[config.mk]
export PLATFORM = sky130hd
export DESIGN_NAME = apb1_resp_regs
export DESIGN_NICKNAME = d
export VERILOG_FILES = /design/src/rtl/apb1_resp_regs.sv
export SDC_FILE = /design/constraint.sdc
export NUM_CORES = 1
export LEC_CHECK = 0
export BUFFER_PORTS_ARGS = -buffer_cell sky130_fd_sc_hd__buf_4
export CAP_MARGIN = 20
export CORE_MARGIN = 2
export CORE_UTILIZATION = 45
export DETAILED_ROUTE_END_ITERATION = 7
export PLACE_DENSITY = 0.65
export SLEW_MARGIN = 30
export SYNTH_ARGS = -nofsm -noshare
export SYNTH_HDL_FRONTEND = slang
export SYNTH_SLANG_ARGS = --single-unit
[constraint.sdc]
create_clock -name i_pclk -period 5.7 [get_ports i_pclk]
set_clock_uncertainty 0.1 [all_clocks]
set_input_delay 0.57 -clock i_pclk [delete_from_list [all_inputs] [get_ports i_pclk]]
set_output_delay 0.57 -clock i_pclk [all_outputs]
set_load 0.005 [all_outputs]
[src/rtl/apb1_resp_regs.sv]
// apb1_resp_regs: APB responder for the APB1 segment, peripheral side of the
// AHB-to-APB bridge. It decodes four word registers, inserts WAIT_CYCLES wait
// states, returns PSLVERR for illegal accesses, and drains a TX FIFO to a
// downstream valid/ready consumer.
//
// Ports
//   i_pclk, i_prst          clock, synchronous active-high reset
//   i_psel .. i_pprot       APB request (i_pprot[1]=1 marks a non-secure access)
//   o_pready/o_pslverr/o_prdata  APB response, non-zero only in the completion cycle
//   o_ctrl                  CTRL register contents
//   o_fifo_data/o_fifo_vld  FIFO head entry and not-empty flag
//   i_fifo_rdy              consumer pops the head when o_fifo_vld & i_fifo_rdy
//   o_irq                   level interrupt: CTRL[0] & FIFO empty
//
// Register map (byte offset)
//   0x00 CTRL     RW, byte strobes; any non-secure access errors
//   0x04 SCRATCH  RW, byte strobes
//   0x08 TXDATA   write pushes (full-word strobe only, not when full); reads 0
//   0x0C STATUS   RO {20'b0, count[11:8], 6'b0, full, empty}
//   0x10+         error, read data 0
//
// FSM states
//   state   | meaning
//   IDLE    | no transfer in progress; waits for a setup phase
//   WAIT    | access phase; wait counter running, then one completion cycle
//   RESP    | cycle after completion; accepts a back-to-back setup phase
module apb1_resp_regs #(
    parameter int ADDR_W      = 12,
    parameter int WAIT_CYCLES = 1,
    parameter int FIFO_DEPTH  = 4
) (
    input  logic              i_pclk,
    input  logic              i_prst,
    input  logic              i_psel,
    input  logic              i_penable,
    input  logic [ADDR_W-1:0] i_paddr,
    input  logic              i_pwrite,
    input  logic [31:0]       i_pwdata,
    input  logic [3:0]        i_pstrb,
    input  logic [2:0]        i_pprot,
    output logic              o_pready,
    output logic              o_pslverr,
    output logic [31:0]       o_prdata,
    output logic [31:0]       o_ctrl,
    output logic [31:0]       o_fifo_data,
    output logic              o_fifo_vld,
    input  logic              i_fifo_rdy,
    output logic              o_irq
);

    localparam int PTR_W = $clog2(FIFO_DEPTH);
    localparam int CNT_W = PTR_W + 1;

    localparam logic [1:0] SEL_CTRL    = 2'd0;
    localparam logic [1:0] SEL_SCRATCH = 2'd1;
    localparam logic [1:0] SEL_TX      = 2'd2;
    localparam logic [1:0] SEL_STATUS  = 2'd3;

    typedef enum logic [1:0] {
        ST_IDLE,
        ST_WAIT,
        ST_RESP
    } state_t;

    state_t state_q, state_d;
    logic [3:0] cnt_q, cnt_d;
    logic       pready_q, pready_d;
    logic       load_req;

    logic [1:0] sel_q;
    logic       wr_q;
    logic       derr_q;

    logic [31:0] ctrl_q;
    logic [31:0] scratch_q;

    logic [31:0]      mem_q [FIFO_DEPTH];
    logic [PTR_W-1:0] rd_ptr_q, wr_ptr_q;
    logic [CNT_W-1:0] count_q;

    logic fifo_full, fifo_empty;
    logic tx_wr;
    logic pslverr;
    logic commit;
    logic push, pop;

    logic       dec_bad;
    logic [1:0] dec_sel;
    logic       dec_err;

    logic [3:0]  count4;
    logic [31:0] status_word;
    logic [31:0] rdata;

    logic unused_ok;
    assign unused_ok = ^{i_paddr[1:0], i_pprot[2], i_pprot[0]};

    // Address decode and static error checks, latched at the setup phase.
    assign dec_bad = |i_paddr[ADDR_W-1:4];
    assign dec_sel = i_paddr[3:2];
    assign dec_err = dec_bad
                   | ((dec_sel == SEL_CTRL)   & i_pprot[1])
                   | ((dec_sel == SEL_TX)     & i_pwrite & (i_pstrb != 4'hF))
                   | ((dec_sel == SEL_STATUS) & i_pwrite);

    assign fifo_full  = (count_q == CNT_W'(FIFO_DEPTH));
    assign fifo_empty = (count_q == '0);
    assign tx_wr      = wr_q & (sel_q == SEL_TX);

    // The FIFO-full error is judged on the count present during the
    // completion cycle, so it is combined here rather than latched at setup.
    assign pslverr = pready_q & (derr_q | (tx_wr & fifo_full));
    assign commit  = i_psel & i_penable & pready_q & ~pslverr;
    assign push    = commit & tx_wr;
    assign pop     = ~fifo_empty & i_fifo_rdy;

    always_comb begin
        state_d  = state_q;
        cnt_d    = cnt_q;
        pready_d = 1'b0;
        load_req = 1'b0;
        case (state_q)
            ST_IDLE, ST_RESP: begin
                if (i_psel & ~i_penable) begin
                    state_d  = ST_WAIT;
                    load_req = 1'b1;
                    cnt_d    = 4'(WAIT_CYCLES);
                    pready_d = (WAIT_CYCLES == 0);
                end else begin
                    state_d = ST_IDLE;
                end
            end
            ST_WAIT: begin
                if (i_psel & i_penable) begin
                    if (pready_q) begin
                        state_d = ST_RESP;
                    end else begin
                        cnt_d    = cnt_q - 4'd1;
                        pready_d = (cnt_q == 4'd1);
                    end
                end else begin
                    state_d = ST_IDLE;
                end
            end
            default: state_d = ST_IDLE;
        endcase
    end

    always_ff @(posedge i_pclk) begin
        if (i_prst) begin
            state_q  <= ST_IDLE;
            cnt_q    <= '0;
            pready_q <= 1'b0;
            sel_q    <= '0;
            wr_q     <= 1'b0;
            derr_q   <= 1'b0;
        end else begin
            state_q  <= state_d;
            cnt_q    <= cnt_d;
            pready_q <= pready_d;
            if (load_req) begin
                sel_q  <= dec_sel;
                wr_q   <= i_pwrite;
                derr_q <= dec_err;
            end
        end
    end

    always_ff @(posedge i_pclk) begin
        if (i_prst) begin
            ctrl_q    <= '0;
            scratch_q <= '0;
        end else if (commit & wr_q) begin
            for (int b = 0; b < 4; b++) begin
                if (i_pstrb[b]) begin
                    if (sel_q == SEL_CTRL)    ctrl_q[8*b +: 8]    <= i_pwdata[8*b +: 8];
                    if (sel_q == SEL_SCRATCH) scratch_q[8*b +: 8] <= i_pwdata[8*b +: 8];
                end
            end
        end
    end

    always_ff @(posedge i_pclk) begin
        if (i_prst) begin
            for (int i = 0; i < FIFO_DEPTH; i++) mem_q[i] <= '0;
            rd_ptr_q <= '0;
            wr_ptr_q <= '0;
            count_q  <= '0;
        end else begin
            if (push) begin
                mem_q[wr_ptr_q] <= i_pwdata;
                wr_ptr_q        <= wr_ptr_q + 1'b1;
            end
            if (pop) rd_ptr_q <= rd_ptr_q + 1'b1;
            case ({push, pop})
                2'b10:   count_q <= count_q + 1'b1;
                2'b01:   count_q <= count_q - 1'b1;
                default: count_q <= count_q;
            endcase
        end
    end

    assign count4      = 4'(count_q);
    assign status_word = {20'b0, count4, 6'b0, fifo_full, fifo_empty};

    always_comb begin
        rdata = '0;
        if (pready_q & ~wr_q & ~pslverr) begin
            case (sel_q)
                SEL_CTRL:    rdata = ctrl_q;
                SEL_SCRATCH: rdata = scratch_q;
                SEL_STATUS:  rdata = status_word;
                default:     rdata = '0;
            endcase
        end
    end

    assign o_pready    = pready_q;
    assign o_pslverr   = pslverr;
    assign o_prdata    = rdata;
    assign o_ctrl      = ctrl_q;
    assign o_fifo_vld  = ~fifo_empty;
    assign o_fifo_data = fifo_empty ? 32'd0 : mem_q[rd_ptr_q];
    assign o_irq       = ctrl_q[0] & fifo_empty;

endmodule

Yosys cells after proc, flatten, opt, wreduce, memory -nomap -nowiden:

Memory sizes are Yosys's and may differ from the RTL's. A register that Yosys moved wholly into a read port is not among the register bits.
Index checks and enable logic that the tools add are counted.

* add/subtract/negate cells: 5
* eq/ne operators: 16
* muxes and demuxes: 24
* bitwise gates (word level): 27
* reductions and logical operators: 19

Operators with widths (count)
* $mux 32: 3
* $pmux 32 s3: 1
* $reduce_or 32->1: 1
* $reduce_and 3->1: 8
* $and 1x1->1: 17
* $eq 2x2->1 const B: 6
* $mux 4: 3
* $mux 2: 5
* $mux 1: 9
* $pmux 4 s2: 1
* $reduce_or 8->1: 1
* $eq 2x1->1 const B: 3
* $logic_not 2->1: 3
* $ne 2x2->1 const B: 3
* $not 1->1: 6
* $pmux 3 s2: 1
* $add 2x1->2 const B: 2
* $eq 4x1->1 const B: 1
* $ne 4x4->1 const B: 1
* $or 1x1->1: 4
* $pmux 2 s2: 1
* $reduce_and 4->1: 1
* $reduce_bool 2->1: 2
* $reduce_or 4->1: 1
* other kinds (7): 7

* register bits after elaboration: 82
* RAM bits: 128
* bits of input ports: 57
* output and inout bits: 100
* logic and storage cells: 109
* memories kept: 1

Memories
* mem_q: words 4, bits a word 32, rd ports 1, clocked after memory_dff 1, wr ports 4, RTL line 77 `logic [31:0] mem_q [FIFO_DEPTH];`

Longest topological paths before layout:

Gate-level depths: netlist of the first run.

* word-level depth: 13
* mapped depth: 11
* gate-level depth less buffers: 8

Least setup slack after synthesis of the first run:

OpenSTA, ideal clock, no wires.

* path kind: input to register
* start: input port i_penable
* end: memory mem_q[2][0], enable pin
* library setup time: 470 ps
* arrival time: 3860 ps
* data required time: 5130 ps
* path slack: 1270 ps
* stages on the path: 6
* buffers on the path: 3
* cells stage by stage: nand4b_4 > buf_6 > or3_1 > buf_2 > buf_6 > o31ai_1

RTL lines
* from (decl): RTL line 35 `input logic i_penable,`
* to (decl): RTL line 77

Worst setup path after layout of the first run:

* start: register sel_q[0]
* end: register count_q[2]

* cells in the longest elaborated chain, start to end: 10
* elaborated cells on any way between the ends: 12
* classes of those cells: 3 x eq/ne; 1 x mux; 7 x bitwise; 1 x reduce/logical

RTL lines
* from (decl): RTL line 70 `logic [1:0] sel_q;`
* from (signal assigned): RTL line 162 `sel_q <= dec_sel;`
* $eq 2x2->1 (*): RTL line 108 `assign tx_wr = wr_q & (sel_q == SEL_TX);`
* $and 1x1->1 (*): RTL line 108
* $and 1x1->1: RTL line 112 `assign pslverr = pready_q & (derr_q | (tx_wr & fifo_full));`
* $or 1x1->1: RTL line 112
* $and 1x1->1: RTL line 112
* $not 1->1: RTL line 113 `assign commit = i_psel & i_penable & pready_q & ~pslverr;`
* $and 1x1->1: RTL line 113
* $and 1x1->1 (*): RTL line 114 `assign push = commit & tx_wr;`
* $eq 2x1->1 or $eq 2x2->1 (tied branches): RTL line 195 `case ({push, pop})`
* $pmux 3 s2 or $reduce_bool 2->1 (tied branches)
* to (signal assigned): RTL line 196 `2'b10: count_q <= count_q + 1'b1;`
* to (signal assigned): RTL line 197 `2'b01: count_q <= count_q - 1'b1;`
* to (signal assigned): RTL line 198 `default: count_q <= count_q;`
* to (decl): RTL line 79 `logic [CNT_W-1:0] count_q;`

Every way passes the cells marked *; elsewhere a longest branch is shown, timed or not.
A chain may end at the register's enable or synchronous reset.

==> results of run 1 <==
-- layer usage --
metal	up-vias	part of all wire	global-route usage
li1	3525	-	-
met1	3695	0.45	0.3216
met2	250	0.46	0.3393
met3	37	0.074	0.03298
met4	0	0.018	0.04893
met5	-	0	0
-- sequential cells by signal, indices dropped and copies added (netlist names), named ones only --
name / cells
mem_q: 128
cnt_q: 4
wr_ptr_q: 2
o_ctrl: 32
rd_ptr_q: 2
wr_q: 1
count_q: 3
scratch_q: 32
o_pready: 1
state_q: 2
derr_q: 1
sel_q: 2
-- kinds of logic after synthesis --
logic type | count (synthesis)
adders and majority gates | 4
buffers and inverters | 100
and+or+nand+nor | 351
xor gates and xnor gates | 4
AOI/OAI and AO/OA | 158
DFF | 212
muxes | 66
-- critical path, delay by kind of cell, from the launching register on --
| kind | cells | cell delay, ns |
|---|---|---|
| buffers and inverters | 3 | 1.32 |
| AND/OR/NAND/NOR | 3 | 0.80 |
| adder cells (fa/ha/maj) | 2 | 0.68 |
| flip-flops | 1 | 0.31 |
| XOR/XNOR | 1 | 0.16 |
| AO/OA/AOI/OAI | 1 | 0.14 |
-- area by class of cell --
class | count | area, um^2 | share of cell area
sequential | 212 | 5530 | 0.4564
clock inverter | 10 | 57.56 | 0.004750
multi-input combinational | 583 | 4156 | 0.3430
timing repair buffer | 170 | 1276 | 0.1053
inverter | 18 | 67.56 | 0.005576
clock buffer | 34 | 679.4 | 0.05607
tap | 280 | 350.3 | 0.02891
-- placed cells by master, fill, tap and decap left out, types with 3 or more instances in the layout --
master	instances
xor2_1	4
ha_1	3
nor3_1	14
mux2i_1	34
nor2_1	67
buf_4	170
inv_1	17
nand4bb_1	4
dfxtp_2	4
nor4b_2	14
o21ai_0	67
and2_1	98
nand2_1	10
or3_1	5
and4b_1	5
a2bb2oi_1	5
edfxtp_1	128
clkbuf_1	7
nand4b_1	6
clkbuf_16	25
a21oi_1	72
nor4bb_1	4
mux4_2	32
nand3_1	92
clkinv_1	7
nor4_1	16
dfxtp_1	80
-- stage by stage --
step,std cells,worst slack [ns]
after floorplan,895,1.270
after global placement,1263,2.165
after detailed placement,1263,2.129
after CTS,1307,2.114
after global routing,1307,1.875
final,1307,2.121
-- how the worst max path moves through the flow --
stage | cells past startpoint | to
5_1_grt | 10 | count_q[2]
4_1_cts | 10 | count_q[2]
6_report | 10 | count_q[2]
3_5_place_dp | 10 | count_q[2]
2_1_floorplan | 6 | mem_q[2][0]
3_3_place_gp | 10 | count_q[2]
-- report_power, final --
part	switching [uW]	internal, uW
combinational	94.1	55.8
clock	617	830
sequential	13.5	1650
total	724	2540
==> reports/qor.csv, run 1 <==
metric,value,unit
cts_sinks,212,
path_cells,buf_4 -> nand3b_1 -> or3_2 -> buf_4 -> ha_1 -> inv_1 -> fa_1 -> xor2_1 -> or3_1 -> a21oi_1,
port_buffers,152,
netlist_top_cells_count,"128 x edfxtp_1, 98 x and2_1, 92 x nand3_1",
r2r-start,sel_q[0],
wire_per_inst,20.04,um
timing.slew.headroom,0.4137,
die_h,153.6,um
drtIter0Drc,628,
area_growth,20.39,%
drv_cap,0,
ant_nets,0,
core.rowCount,54,
syn-cell-area,10070,um^2
die_area,23580,um^2
r2r_slack,2.12,ns
diodes,0,
post-route-drc-count,0,
synth_cells,895,
rsz0062_at_grt,no,
dr.pass1.iters,5,
yosysSeqAreaShare,0.5489,
synth-simple-area-share,0.2103,
outcome,finished clean,
required,6.04,ns
fillers,1941,
cts_tree,done,
timing.final.crit_share,0.6278,
start_kind,flip-flop,
clk_latency,0.53,ns
utilization,0.5536,
synth_nets,956,
period_needed,3.579,ns
power.static_leakage,0.004244,uW
synth_area_leaders,"edfxtp_1 38%, dfxtp_1 17%, mux4_2 7.2%, and2_1 6.1%, nand3_1 4.6%",
clockBufferDepth,3,
synthArstFlopShare,0,
layout-drive-gt1-share,0.2580,
worstPathArrival,3.92,ns
rr_endpoint,count_q[2],
synth_edf_count,128,
hold_violations,0,
design_area,12120,um^2
max_stage_delay,0.66,ns
grtUsageTotal,0.2168,
p_per_area,269.3,nW/um^2
worstSetupEndpointType,flip-flop,
synthFlopType,edfxtp_1,
yosys_warnings,0,
p_total,3264,uW
fin_hold_ws,0.2176,ns
boundaryPins,157,
ys_ff_latch,212,
ys_types,48,
synth_top_family_by_area,simple AND/OR/NAND/NOR gates,
dpl.hpwl,16.45,mm
grt_pass1_wl,40.79,mm
avgViaCountPerCell,5.744,
worstSetupPathType,reg -> reg,
gp_congestion,0.8214,
crit_path_start,sel_q[0],
yosysTopAreaCellShare,0.3819,
htreeDepth,1,
worst_r2r_path_depth,10,
post_cts_buffers,0,
drv_slew,0,
routed_wl,26.19,mm
die_w,153.6,um
holdBufCountCts,0,
critical_path.most_common_cell,buf_4,
root_buffer,clkbuf_16,
tightest_slew,0.8794,ns
muxShareOfSynthArea,0.1054,
antenna_found_initial,1,
vdd.ir_drop.worst,0.0001882,V
cts-buffers-inserted,24,
fin_nets,1070,
postPlaceCellArea,11380,um^2
setup_viol_count_final,0,
cp_max_fo,69,
synth_compound_area_frac,0.08378,
hold_path_depth,3,
yosysTopAreaCell,edfxtp_1,
cts-resized-gates,0,
synthAdderAreaFrac,0.005718,
worstHoldPathType,in -> reg,
overflow,0,
clk_pin_slew,0.06,ns
vias,7507,
clock.fmax,279.4,MHz
start_util,0.4598,
synth_xor_xnor_area_share,0.003480,
hp-start,i_pwrite,
synth.avg_cell_area,11.25,um^2
grt_max_degree,70,
fp.coreArea,21890,um^2
grt_pass1_vias,7286,
hold_path_end,wr_q,
final.setup.tns,0,ns
synth_most_common_cell,edfxtp_1,
cpMaxStageDelayCell,buf_4,
No activity file was read; power rests on OpenSTA's default activity.
==> run 2: changes to the inputs <==
==> constraint.sdc (replaced) <==
create_clock -name i_pclk -period 3.4 [get_ports i_pclk]
set_clock_uncertainty 0.1 [all_clocks]
set_input_delay 0.34 -clock i_pclk [delete_from_list [all_inputs] [get_ports i_pclk]]
set_output_delay 0.34 -clock i_pclk [all_outputs]
set_load 0.005 [all_outputs]
==> reports/qor.csv, run 2 (synthesized netlist as in run 1, its figures left out) <==
metric,value,unit,change
outcome,finished clean,,unchanged
layout.cells.non_filler,1316,,was 1307
hold_violations,0,,unchanged
gp_congestion,0.8068,,was 0.8214
layout-drive-gt1-share,0.2654,,was 0.2580
worstSetupPathType,reg -> out,,was reg -> reg
antenna_found_initial,0,,was 1
cts_sinks,212,,unchanged
fp.coreArea,21890,um^2,unchanged
p_per_area,438.7,nW/um^2,was 269.3 nW/um^2
timing.final.crit_share,0.8506,,
fillers,1907,,was 1941
cp_max_fo,27,,was 69
drtIter0Drc,648,,was 628
layout_commonest_cell,buf_4,,unchanged
die_w,153.6,um,unchanged
vias,7540,,was 7507
boundaryPins,157,,unchanged
die_h,153.6,um,unchanged
power.static_leakage,0.004285,uW,was 0.004244 uW
largest-register,mem_q,,unchanged
diodes,0,,unchanged
cts-resized-gates,0,,unchanged
htreeDepth,1,,unchanged
utilization,0.5574,,was 0.5536
worstSetupEndpointType,primary output,,was flip-flop
clk_latency,0.51,ns,was 0.53 ns
dpl.hpwl,17.27,mm,was 16.45 mm
drv_cap,0,,unchanged
routed_wl,26.61,mm,was 26.19 mm
cts-buffers-inserted,22,,was 24
design_area,12200,um^2,was 12120 um^2
required,2.96,ns,was 6.04 ns
grtUsageTotal,0.2192,,was 0.2168
drv_slew,0,,unchanged
clock.fmax,345.8,MHz,
layout_common_cells,"178 x buf_4, 128 x edfxtp_1, 98 x and2_1",,"was 170 x buf_4, 128 x edfxtp_1, 98 x and2_1"
fin_ws,0.5078,ns,was 2.121 ns
largest_register_ffs,128,,unchanged
avgViaCountPerCell,5.729,,was 5.744
vdd.ir_drop.worst,0.0003111,V,was 0.0001882 V
grt_pass1_wl,41.10,mm,was 40.79 mm
post-route-drc-count,0,,unchanged
dr.pass1.iters,5,,unchanged
start_util,0.4598,,unchanged
tightest_slew,0.8740,ns,was 0.8794 ns
timing.slew.headroom,0.4174,,was 0.4137
die_area,23580,um^2,unchanged
area_growth,21.22,%,was 20.39%
core.rowCount,54,,unchanged
overflow,0,,unchanged
setup_viol_count_final,0,,unchanged
cts_tree,done,,unchanged
fin_nets,1082,,was 1070
postPlaceCellArea,11490,um^2,was 11380 um^2
worstHoldPathType,in -> reg,,unchanged
period_needed,2.892,ns,
clk_pin_slew,0.06,ns,about the same
root_buffer,clkbuf_16,,unchanged
grt_max_degree,79,,was 70
ant_nets,0,,unchanged
dp_cells,1274,,was 1263
grt_pass1_vias,7330,,was 7286
start_kind,flip-flop,,unchanged
rsz0062_at_grt,no,,unchanged
port_buffers,152,,unchanged
clockBufferDepth,3,,unchanged
wire_per_inst,20.22,um,was 20.04 um
worstPathArrival,2.45,ns,was 3.92 ns
preCtsSetupSlack,0.6374,ns,was 2.129 ns
-- run 2: worst paths after layout --
path | slack, ns | endpoint | startpoint | cells after the start
worst min register to register | 0.34 | o_pready | cnt_q[3] | 1
worst max-delay path | 0.51 | o_prdata[12] | o_pready | 4
worst max register to register | 0.59 | count_q[2] | count_q[2] | 9
worst min-delay path | 0.02 | derr_q | i_paddr[4] | 3
-- run 2: repair_timing --
item / in CTS / in global routing
buffers inserted: 0 / 0
hold endpoints to repair: 3 / 0
hold buffers: 3 / 0
-- run 2: area by class of cell --
cell class / instances / area (um^2) / area share
multi-input cells: 583 / 4151 / 0.3402
inverters: 18 / 67.56 / 0.005537
repair buffers: 184 / 1426 / 0.1169
flip-flops and latches: 212 / 5529 / 0.4531
clock inverters: 14 / 93.84 / 0.007691
well taps: 280 / 350.3 / 0.02871
clock buffers: 25 / 583.1 / 0.04779
-- run 2: per-stage QoR --
step	hold WS (ns)	power [uW]	setup TNS, ns
2_1_floorplan	0.3056	2959	-87.47
5_1_grt	0.02296	5513	0
6_report	0.01730	5353	0
3_3_place_gp	0.3308	3105	0
4_1_cts	0.01367	5385	0
3_5_place_dp	0.3298	3109	0
-- run 2: worst max-delay path, stage by stage (launching register included) --
cell and delay [ns]:
dfxtp_1 0.54, or3b_1 0.51, or2_2 0.56, nor2_1 0.20, buf_4 0.13
-- run 2: where the power goes --
part / total (uW) / leakage, uW / internal, uW / switching, uW
clock network: 2300 / 0.000320 / 1300 / 995
logic: 270 / 0.00196 / 102 / 167
registers: 2790 / 0.00200 / 2770 / 17.3
-- run 2: metal layers --
layer | vias up | part of all wire | wire, um | global-route usage
met2 | 235 | 0.48 | 12680 | 0.3530
met3 | 32 | 0.060 | 1609 | 0.04059
met4 | 0 | 0.013 | 352 | 0.04063
met1 | 3727 | 0.45 | 11970 | 0.3155
met5 | - | 0 | 0 | 0
li1 | 3546 | - | - | -
